### src/rtl/fetch_unit_pkg.sv
// Shared widths and the buffered-entry type for the instruction-fetch front end.
package fetch_unit_pkg;

    localparam int unsigned RV32_ADDR_WIDTH         = 32;
    localparam int unsigned IMEM_DATA_WIDTH         = 64;
    localparam int unsigned PC_STEP                 = IMEM_DATA_WIDTH / 8;
    localparam int unsigned PC_SHIFT                = $clog2(PC_STEP);
    localparam int unsigned FETCH_BUF_DEPTH_DEFAULT = 4;

    typedef struct packed {
        logic [RV32_ADDR_WIDTH-1:0] pc;
        logic [IMEM_DATA_WIDTH-1:0] inst;
    } fetch_entry_t;

    // Clear the byte-offset bits so a PC points at the start of its packet.
    function automatic logic [RV32_ADDR_WIDTH-1:0] align_pc(input logic [RV32_ADDR_WIDTH-1:0] pc);
        return {pc[RV32_ADDR_WIDTH-1:PC_SHIFT], {PC_SHIFT{1'b0}}};
    endfunction

endpackage

### src/rtl/fetch_unit_fifo.sv
// Flushable synchronous FIFO of fetched {pc, packet} entries; flush beats push and pop.
module fetch_fifo
    import fetch_unit_pkg::*;
#(
    parameter int unsigned DEPTH = FETCH_BUF_DEPTH_DEFAULT,
    parameter int unsigned WIDTH = $bits(fetch_entry_t)
) (
    input  logic                     clk,
    input  logic                     flush,
    input  logic                     push,
    input  logic [WIDTH-1:0]         push_data,
    input  logic                     pop,
    output logic [WIDTH-1:0]         head_data,
    output logic [$clog2(DEPTH):0]   count
);

    localparam int unsigned AW = $clog2(DEPTH);
    localparam int unsigned CW = AW + 1;

    logic [WIDTH-1:0] mem [DEPTH];
    logic [AW-1:0]    wr_ptr;
    logic [AW-1:0]    rd_ptr;
    logic [CW-1:0]    cnt;
    logic             pop_ok;

    assign pop_ok    = pop && (cnt != '0);
    assign head_data = mem[rd_ptr];
    assign count     = cnt;

    always_ff @(posedge clk) begin
        if (flush) begin
            wr_ptr <= '0;
            rd_ptr <= '0;
            cnt    <= '0;
        end else begin
            if (push) begin
                wr_ptr <= wr_ptr + 1'b1;
            end
            if (pop_ok) begin
                rd_ptr <= rd_ptr + 1'b1;
            end
            cnt <= cnt + CW'(push) - CW'(pop_ok);
        end
    end

    // Storage is deliberately left unreset; only pointers define validity.
    always_ff @(posedge clk) begin
        if (push && !flush) begin
            mem[wr_ptr] <= push_data;
        end
    end

endmodule

### src/rtl/fetch_unit.sv
// Fetch PC, single in-flight imem read tracking, and issue throttling in front of the fetch buffer.
module fetch_unit
    import fetch_unit_pkg::*;
#(
    parameter logic [RV32_ADDR_WIDTH-1:0] RESET_PC        = 32'h0000_0000,
    parameter int unsigned                FETCH_BUF_DEPTH = FETCH_BUF_DEPTH_DEFAULT
) (
    input  logic                       clk,
    input  logic                       rst,
    output logic [RV32_ADDR_WIDTH-1:0] o_imem_addr,
    input  logic [IMEM_DATA_WIDTH-1:0] i_imem_rd_data,
    input  logic                       i_redirect_valid,
    input  logic [RV32_ADDR_WIDTH-1:0] i_redirect_pc,
    output logic                       o_valid,
    output logic [RV32_ADDR_WIDTH-1:0] o_pc,
    output logic [IMEM_DATA_WIDTH-1:0] o_inst,
    input  logic                       i_ready
);

    localparam int unsigned CW = $clog2(FETCH_BUF_DEPTH) + 1;

    logic [RV32_ADDR_WIDTH-1:0] r_pc;
    logic [RV32_ADDR_WIDTH-1:0] inflight_pc;
    logic                       inflight;
    logic [CW-1:0]              buf_cnt;
    logic [CW:0]                occupancy;
    logic                       issue;
    fetch_entry_t               push_entry;
    fetch_entry_t               head_entry;

    assign occupancy   = {1'b0, buf_cnt} + (CW + 1)'(inflight);
    assign issue       = !rst && !i_redirect_valid && (occupancy < (CW + 1)'(FETCH_BUF_DEPTH));
    assign o_imem_addr = r_pc >> PC_SHIFT;

    always_ff @(posedge clk) begin
        if (rst) begin
            r_pc     <= align_pc(RESET_PC);
            inflight <= 1'b0;
        end else if (i_redirect_valid) begin
            r_pc     <= align_pc(i_redirect_pc);
            inflight <= 1'b0;
        end else if (issue) begin
            inflight    <= 1'b1;
            inflight_pc <= r_pc;
            r_pc        <= r_pc + RV32_ADDR_WIDTH'(PC_STEP);
        end else begin
            inflight <= 1'b0;
        end
    end

    assign push_entry.pc   = inflight_pc;
    assign push_entry.inst = i_imem_rd_data;

    fetch_fifo #(
        .DEPTH (FETCH_BUF_DEPTH),
        .WIDTH ($bits(fetch_entry_t))
    ) u_fifo (
        .clk       (clk),
        .flush     (rst || i_redirect_valid),
        .push      (inflight),
        .push_data (push_entry),
        .pop       (o_valid && i_ready),
        .head_data (head_entry),
        .count     (buf_cnt)
    );

    assign o_valid = (buf_cnt != '0);
    assign o_pc    = head_entry.pc;
    assign o_inst  = head_entry.inst;

endmodule

### config.mk
export PLATFORM = sky130hd
export DESIGN_NAME = fetch_unit
export DESIGN_NICKNAME = d
export VERILOG_FILES = /design/src/rtl/fetch_unit_pkg.sv /design/src/rtl/fetch_unit_fifo.sv /design/src/rtl/fetch_unit.sv
export SDC_FILE = /design/constraint.sdc
export NUM_CORES = 1
export LEC_CHECK = 0
export ABC_CLOCK_PERIOD_IN_PS = 11900
export BUFFER_PORTS_ARGS = -buffer_cell sky130_fd_sc_hd__buf_4
export CAP_MARGIN = 20
export CELL_PAD_IN_SITES_DETAIL_PLACEMENT = 2
export CELL_PAD_IN_SITES_GLOBAL_PLACEMENT = 2
export CORE_MARGIN = 5
export CORE_UTILIZATION = 47
export CTS_CLUSTER_DIAMETER = 50
export DETAILED_ROUTE_END_ITERATION = 16
export GPL_TIMING_DRIVEN = 0
export PLACE_DENSITY = 0.88
export RECOVER_POWER = 100
export SLEW_MARGIN = 20
export SYNTH_ARGS = -nofsm -noshare
export SYNTH_HDL_FRONTEND = slang
export SYNTH_HIERARCHICAL = 1
export SYNTH_SLANG_ARGS = --single-unit
### constraint.sdc
create_clock -name clk -period 11.9 [get_ports clk]
set_input_delay 2.38 -clock clk [delete_from_list [all_inputs] [get_ports clk]]
set_output_delay 2.38 -clock clk [all_outputs]
set_load 0.01 [all_outputs]
==> impl_metrics.json, run 1 <==
{
  "synth_seq_cells": 452,
  "outcome": "did not finish",
  "haltStage": "3_5_place_dp",
  "gp_congestion": 0.805,
  "error_line": "[ERROR DPL-0033] detailed placement checks failed during check placement.",
  "synthCells": 821,
  "synth_area_um2": 17100,
  "ys.flop_type": "edfxtp_1",
  "dpl.hpwl_mm": 36.9,
  "die_x_um": 201,
  "synth_edf_count": 413,
  "avgSynthCellArea_um2": 20.8,
  "ys_seq_area_share_pct": 77.0,
  "portBuffers": 221,
  "ys_async_sr_fraction_pct": 0,
  "rows": 69,
  "synth_cell_types": 53,
  "yosys_warnings": 6,
  "ios": 229,
  "fp.dieH_um": 201,
  "start_util_pct": 47.9
}
cells in the mapped netlist (5+ instances only):
| cell type | n | area (um2) |
|---|---|---|
| or3_1 | 10 | 62.6 |
| ha_1 | 7 | 87.6 |
| buf_2 | 13 | 65.1 |
| dfxtp_1 | 39 | 781 |
| nand2_1 | 20 | 75.1 |
| or4_1 | 13 | 97.6 |
| nor2b_1 | 5 | 31.3 |
| xor2_1 | 6 | 52.6 |
| a31oi_1 | 9 | 56.3 |
| o311ai_0 | 5 | 43.8 |
| clkbuf_1 | 23 | 86.3 |
| inv_1 | 13 | 48.8 |
| a211oi_1 | 9 | 67.6 |
| nor2_1 | 24 | 90.1 |
| and2_1 | 15 | 93.8 |
| mux4_2 | 96 | 2160 |
| nand3_1 | 13 | 65.1 |
| nand4_1 | 10 | 62.6 |
| o211ai_1 | 11 | 82.6 |
| and3_1 | 6 | 37.5 |
| a311oi_1 | 9 | 78.8 |
| edfxtp_1 | 413 | 12400 |
cells by family after synthesis:
family	Yosys count	share of synthesized area (%)
flip-flops	452	77.0
AND/OR/NAND/NOR	132	4.32
multiplexers	100	12.9
buffers and inverters	59	1.86
AO/OA/AOI/OAI	58	2.60
XOR/XNOR	11	0.651
adder cells (fa/ha/maj)	8	0.629
other	1	0.0219
per-stage QoR:
step	instances	hold slack (ns)	setup slack, ns	cell area [um2]
after floorplan	835	0.459	5.89	17200
after global placement	1517	0.467	3.76	19400
==> inputs of run 2 (changes only) <==
--- a/config.mk
+++ b/config.mk
@@ -8,14 +8,11 @@
 export ABC_CLOCK_PERIOD_IN_PS = 11900
 export BUFFER_PORTS_ARGS = -buffer_cell sky130_fd_sc_hd__buf_4
 export CAP_MARGIN = 20
-export CELL_PAD_IN_SITES_DETAIL_PLACEMENT = 2
-export CELL_PAD_IN_SITES_GLOBAL_PLACEMENT = 2
 export CORE_MARGIN = 5
-export CORE_UTILIZATION = 47
-export CTS_CLUSTER_DIAMETER = 50
+export CORE_UTILIZATION = 40
 export DETAILED_ROUTE_END_ITERATION = 16
 export GPL_TIMING_DRIVEN = 0
-export PLACE_DENSITY = 0.88
+export PLACE_DENSITY_LB_ADDON = 0.15
 export RECOVER_POWER = 100
 export SLEW_MARGIN = 20
 export SYNTH_ARGS = -nofsm -noshare
==> run 2 against run 1 <==
Net effect:
- the flow now finishes, with violations (max-capacitance violations, max-slew violations)
- synthesized cell count unchanged
- synthesized area unchanged
==> impl_metrics.json, run 2 <==
{
  "top_register": "u_fifo/mem",
  "reg2reg_depth": 3,
  "clk_pin_slew_worst_paths_ns": 0.06,
  "dr.pass1.iters": 4,
  "root_buffer": "clkbuf_16",
  "max-slew-margin-rel_pct": -77.6,
  "largest_reg_flops": 384,
  "crit_buf_inv": 4,
  "start_kind": "input port",
  "gp_congestion": 0.814,
  "period_needed_ns": 7.22,
  "start_util_pct": 40.6,
  "dpl.hpwl_mm": 23.2,
  "place_ws_ns": 7.00,
  "leakage_uw": 0.00632,
  "path_depth": 7,
  "critical-path-slowest-cell": "and2_0",
  "reg_top3": "u_fifo/mem (384), inflight_pc (29), r_pc (29)",
  "fin_skew_ns": 0.0151,
  "ir_worst_vdd_mv": 0.0818,
  "hold_buffers": 0,
  "required_ns": 12.04,
  "fp.dieH_um": 217,
  "final_util_pct": 48.3,
  "dpl.cell_count": 1604,
  "post_cts_buffers": 0,
  "post_drt_via_cell_ratio": 5.25,
  "avgSynthCellArea_um2": 20.8,
  "drive_gt1_share_pct": 19.5,
  "grt_pass1_vias": 9422,
  "fillCellCount": 3657,
  "setup_ws_ns": 4.68,
  "overflow": 0,
  "ys.flop_type": "edfxtp_1",
  "yosys.area.top_type": "edfxtp_1",
  "routed_wl_mm": 36.5,
  "crit_arrival_ns": 7.35,
  "cp_common_cell": "clkbuf_1",
  "track_usage_pct": 15.6,
  "crit_chain": "clkbuf_1 > or2_1 > clkbuf_1 > clkbuf_1 > nor2b_1 > and2_0 > clkbuf_1",
  "synth_edf_count": 413,
  "hold_class": "reg2reg",
  "area_growth_pct": 18.8,
  "yosys.cell_count.top_type": "edfxtp_1",
  "cts_resized": 0,
  "clock_sinks": 452,
  "ios": 229,
  "cp-end-kind": "flip-flop",
  "antenna_found_initial": 0,
  "die_x_um": 217,
  "synth_area_um2": 17100,
  "maxCapViolCount": 12,
  "synth_area_leaders": "edfxtp_1, mux4_2, dfxtp_1, or4_1, and2_1",
  "layout_commonest_cell": "edfxtp_1",
  "critPathKind": "in2reg",
  "tightest_slew_ns": 2.66,
  "fin_crit_sh_pct": 60.6,
  "cpLargestDelayFamily": "buffers and inverters",
  "rsz0062_at_grt": "false",
  "grt_max_degree": 40,
  "yosys_warnings": 6,
  "die_area_um2": 47000,
  "fin_tns_setup_ns": 0,
  "drtIter0Drc": 655,
  "synthTopCellsByCount": "edfxtp_1, mux4_2, dfxtp_1",
  "hold_viol": 0,
  "drv_slew": 404,
  "finalSetupViolCount": 0,
  "final_cell_mix": "edfxtp_1, clkbuf_1, mux4_2",
  "power.total_uw": 3280,
  "portBuffers": 221,
  "synth_top_area_share_pct": 72.5,
  "cts_made_buffers": 48,
  "cts_tree": "yes",
  "ys_async_sr_fraction_pct": 0,
  "power_density_nw_per_um2": 161,
  "clk_latency_ns": 0.58,
  "synth_seq_cells": 452,
  "core_area_um2": 42100,
  "crit_fanout": 35,
  "holdPathStages": 0,
  "antenna_left": 0,
  "cts.htree.levels": 2,
  "synth_cell_types": 53,
  "cts_buffer_depth": 3,
  "antenna_cells": 0,
  "drc": 0,
  "violations": "max-capacitance violations, max-slew violations",
  "rows": 75,
  "fmax_mhz": 139,
  "ys_seq_area_share_pct": 77.0,
  "avgRoutedWirePerCell_um": 21.7,
  "grt_pass1_wl_mm": 56.5,
  "nNetsFinal": 1223,
  "outcome": "complete, but fails checks",
  "cp_slowest_stage_delay_ns": 1.96,
  "synthCells": 821,
  "instances_no_fill": 1684,
  "vias": 8835
}
==> run 2: cell counts after synthesis <==
Identical to the previous run, type by type.
==> run 2: worst reg2reg max path, stage by stage, from the launching register on <==
cell and delay (ns):
dfxtp_1 0.46, nor2b_1 0.25, and2_0 1.96, clkbuf_1 1.84
==> run 2: worst paths after layout <==
kind / endpoint / slack [ns] / from
setup / recovery: u_fifo/mem[3][23]$_DFFE_PP_ / 4.68 / i_redirect_valid
hold / removal: u_fifo/mem[1][76]$_DFFE_PP_ / 0.50 / inflight_pc[12]$_DFFE_PP_
setup reg to reg: u_fifo/mem[3][23]$_DFFE_PP_ / 6.94 / inflight$_SDFF_PN0_
hold reg to reg: u_fifo/mem[1][76]$_DFFE_PP_ / 0.50 / inflight_pc[12]$_DFFE_PP_
==> run 2: cell families after synthesis <==
group / count (synthesis) / synth area share [%]
compound gates: 58 / 2.60
mux: 100 / 12.9
simple gates: 132 / 4.32
flops: 452 / 77.0
fa+ha+maj: 8 / 0.629
other cells: 1 / 0.0219
xor+xnor: 11 / 0.651
buf+inv: 59 / 1.86
==> run 2: per-layer routing <==
layer | track usage, % | wire length (um)
met1 | 21.4 | 15800
met2 | 25.0 | 17700
met3 | 3.64 | 2220
met4 | 4.85 | 836
met5 | 0 | 0
==> run 2: metrics by stage <==
step / instance area [um2] / hold slack, ns
after detailed placement: 19700 / 0.480
after floorplan: 17200 / 0.459
after CTS: 21200 / 0.496
after global placement: 19500 / 0.474
final: 20300 / 0.498
after global routing: 20300 / 0.506
==> run 2: where the power goes <==
part           leakage [uW]  total (uW)  internal (uW)  switching (uW)
clock              0.000742        1420            841             574
sequential          0.00406        1780           1750            21.7
combinational       0.00152        85.8           33.9            51.9
total               0.00632        3280           2630             648
==> run 2: layout make-up <==
| type | instances | area [um2] | area share (%) |
|---|---|---|---|
| sequential | 452 | 13200 | 64.8 |
| multi-input combinational | 324 | 3660 | 18.0 |
| clock buffer | 65 | 1370 | 6.72 |
| timing repair buffer | 230 | 1000 | 4.93 |
| tap | 539 | 674 | 3.32 |
| buffer | 45 | 258 | 1.27 |
| clock inverter | 15 | 133 | 0.652 |
| inverter | 14 | 52.6 | 0.258 |
Note: power is estimated with default switching activity, not from simulation.
==> inputs of run 3 (changes only) <==
--- a/config.mk
+++ b/config.mk
@@ -5,7 +5,8 @@
 export SDC_FILE = /design/constraint.sdc
 export NUM_CORES = 1
 export LEC_CHECK = 0
-export ABC_CLOCK_PERIOD_IN_PS = 11900
+export ABC_AREA = 1
+export ABC_CLOCK_PERIOD_IN_PS = 6260
 export BUFFER_PORTS_ARGS = -buffer_cell sky130_fd_sc_hd__buf_4
 export CAP_MARGIN = 20
 export CORE_MARGIN = 5
==> constraint.sdc (replaced) <==
create_clock -name clk -period 6.26 [get_ports clk]
set_input_delay 1.252 -clock clk [delete_from_list [all_inputs] [get_ports clk]]
set_output_delay 1.252 -clock clk [all_outputs]
set_load 0.01 [all_outputs]
==> run 3 against run 2 <==
Net effect:
- the run still ends with max-capacitance violations, max-slew violations left
- total power grew 92%
- non-clock buffer count grew 41
- via count rose by 32%
- clock skew grew 0.0046 ns
- critical path depth rose by 2
- highest routed layer unchanged
==> impl_metrics.json, run 3 <==
{
  "fillCellCount": 4048,
  "final_util_pct": 48.9,
  "crit_start": "i_redirect_valid",
  "violations": "max-capacitance violations, max-slew violations",
  "period_needed_ns": 4.72,
  "antenna_found_initial": 1,
  "power_density_nw_per_um2": 291,
  "synth_area_um2": 17900,
  "drive_gt1_share_pct": 15.0,
  "yosys_warnings": 6,
  "root_buffer": "clkbuf_16",
  "post_cts_buffers": 0,
  "reg2reg_from": "u_fifo/wr_ptr[0]$_SDFFE_PP0P_",
  "rows": 77,
  "ys.flop_type": "edfxtp_1",
  "die_area_um2": 49000,
  "crit_arrival_ns": 4.91,
  "dr.pass1.iters": 5,
  "clk_pin_slew_worst_paths_ns": 0.06,
  "fp.dieH_um": 221,
  "vias": 11600,
  "max-slew-margin-rel_pct": -32.1,
  "cts_made_buffers": 49,
  "ir_worst_vdd_mv": 0.212,
  "maxCapViolCount": 1,
  "avgSynthCellArea_um2": 12.9,
  "met2_usage_pct": 29.7,
  "clk_latency_ns": 0.58,
  "cts_buffer_depth": 3,
  "ys_async_sr_fraction_pct": 0,
  "fin_skew_ns": 0.0197,
  "routed_wl_mm": 45.3,
  "fin_crit_sh_pct": 75.4,
  "gr-usage-met1_pct": 24.0,
  "tightest_slew_ns": 1.98,
  "fmax_mhz": 212,
  "nNetsFinal": 1798,
  "reg_top3": "u_fifo/mem (384), inflight_pc (29), r_pc (29)",
  "portBuffers": 221,
  "avgRoutedWirePerCell_um": 19.5,
  "start_util_pct": 40.4,
  "hold_viol": 0,
  "synth_edf_count": 413,
  "cts_resized": 0,
  "final_cell_mix": "edfxtp_1, nor2_1, o21ai_0",
  "synthCells": 1384,
  "synthTopCellsByCount": "edfxtp_1, nor2_1, o21ai_0",
  "hold_class": "reg2reg",
  "dpl.hpwl_mm": 30.1,
  "leakage_uw": 0.00747,
  "finalSetupViolCount": 0,
  "overflow": 0,
  "synth_area_leaders": "edfxtp_1, nor2_1, dfxtp_1, o21ai_0, o22ai_1",
  "grt-busiest-layer": "met2",
  "die_x_um": 221,
  "antenna_left": 0,
  "cts.htree.levels": 2,
  "grt_pass1_vias": 11600,
  "ios": 229,
  "dpl.cell_count": 2231,
  "gp_congestion": 0.815,
  "largest_reg_flops": 384,
  "synth_cell_types": 36,
  "ys_seq_area_share_pct": 73.8,
  "layout_commonest_cell": "edfxtp_1",
  "track_usage_pct": 18.0,
  "drtIter0Drc": 769,
  "critPathKind": "in2reg",
  "area_growth_pct": 21.0,
  "drv_slew": 39,
  "grt_max_degree": 39,
  "core_area_um2": 44200,
  "min_from": "inflight_pc[13]$_DFFE_PP_",
  "clock_sinks": 452,
  "outcome": "complete, but fails checks",
  "post_drt_via_cell_ratio": 5.01,
  "rsz0062_at_grt": "false",
  "drc": 0,
  "instances_no_fill": 2323,
  "cts_tree": "yes",
  "crit_fanout": 19,
  "grt_pass1_wl_mm": 68.9,
  "required_ns": 6.45,
  "top_register": "u_fifo/mem",
  "yosys.cell_count.top_type": "edfxtp_1",
  "yosys.area.top_type": "edfxtp_1",
  "start_kind": "input port",
  "cp-end-kind": "flip-flop",
  "use_met3_pct": 4.08,
  "synth_top_area_share_pct": 69.5,
  "synth_seq_cells": 452,
  "hold_buffers": 0
}
run 3: logic make-up after synthesis:
| kind of cell | Yosys count | share of synthesized area [%] |
|---|---|---|
| XOR/XNOR | 4 | 0.196 |
| AO/OA/AOI/OAI | 360 | 11.0 |
| other | 1 | 0.0210 |
| buffers and inverters | 152 | 4.69 |
| flip-flops | 452 | 73.8 |
| AND/OR/NAND/NOR | 407 | 9.66 |
| adder cells (fa/ha/maj) | 8 | 0.603 |
run 3: critical path: stages:
cell and delay (ns):
clkbuf_1 0.10, inv_1 0.15, nand2_1 0.12, inv_1 0.20, nand2_1 0.16, nor2_1 1.03
clkbuf_1 0.96, buf_12 0.27, clkbuf_1 0.65
run 3: through the flow:
step | setup TNS (ns) | power (uW) | hold slack [ns] | setup slack (ns) | instance area, um2
2_1_floorplan | -14.50 | 3510 | 0.448 | -0.0378 | 17900
3_3_place_gp | -1443.13 | 3650 | 0.466 | -3.98 | 20300
3_5_place_dp | 0 | 3660 | 0.483 | 2.64 | 20800
4_1_cts | 0 | 6410 | 0.497 | 2.46 | 22400
5_1_grt | 0 | 6520 | 0.520 | 1.30 | 21600
6_report | 0 | 6290 | 0.495 | 1.54 | 21600
run 3: area by class of cell:
class	instances	area [um2]	share of cell area, %
antenna	1	2.50	0.0116
buffer	75	517	2.39
clock buffer	62	1320	6.10
clock inverter	29	210	0.973
inverter	77	295	1.37
multi-input combinational	794	3850	17.8
sequential	452	13200	61.0
tap	592	741	3.43
timing repair buffer	241	1490	6.88
run 3: report_power, final:
group | internal, uW | switching [uW]
registers | 3330 | 35.4
clock network | 1610 | 1120
logic | 69.1 | 120
run 3: final timing paths:
kind	end	slack, ns	cells past startpoint
setup / recovery	u_fifo/mem[0][9]$_DFFE_PP_	1.54	9
setup reg to reg	u_fifo/mem[0][9]$_DFFE_PP_	2.30	7
hold / removal	u_fifo/mem[2][77]$_DFFE_PP_	0.50	0
hold reg to reg	u_fifo/mem[2][77]$_DFFE_PP_	0.50	0
run 3: per-layer routing:
layer / vias up / wire [um]
met2: 329 / 22100
met4: 0 / 990
met3: 62 / 2910
li1: 5618 / -
met1: 5628 / 19300
met5: - / 0
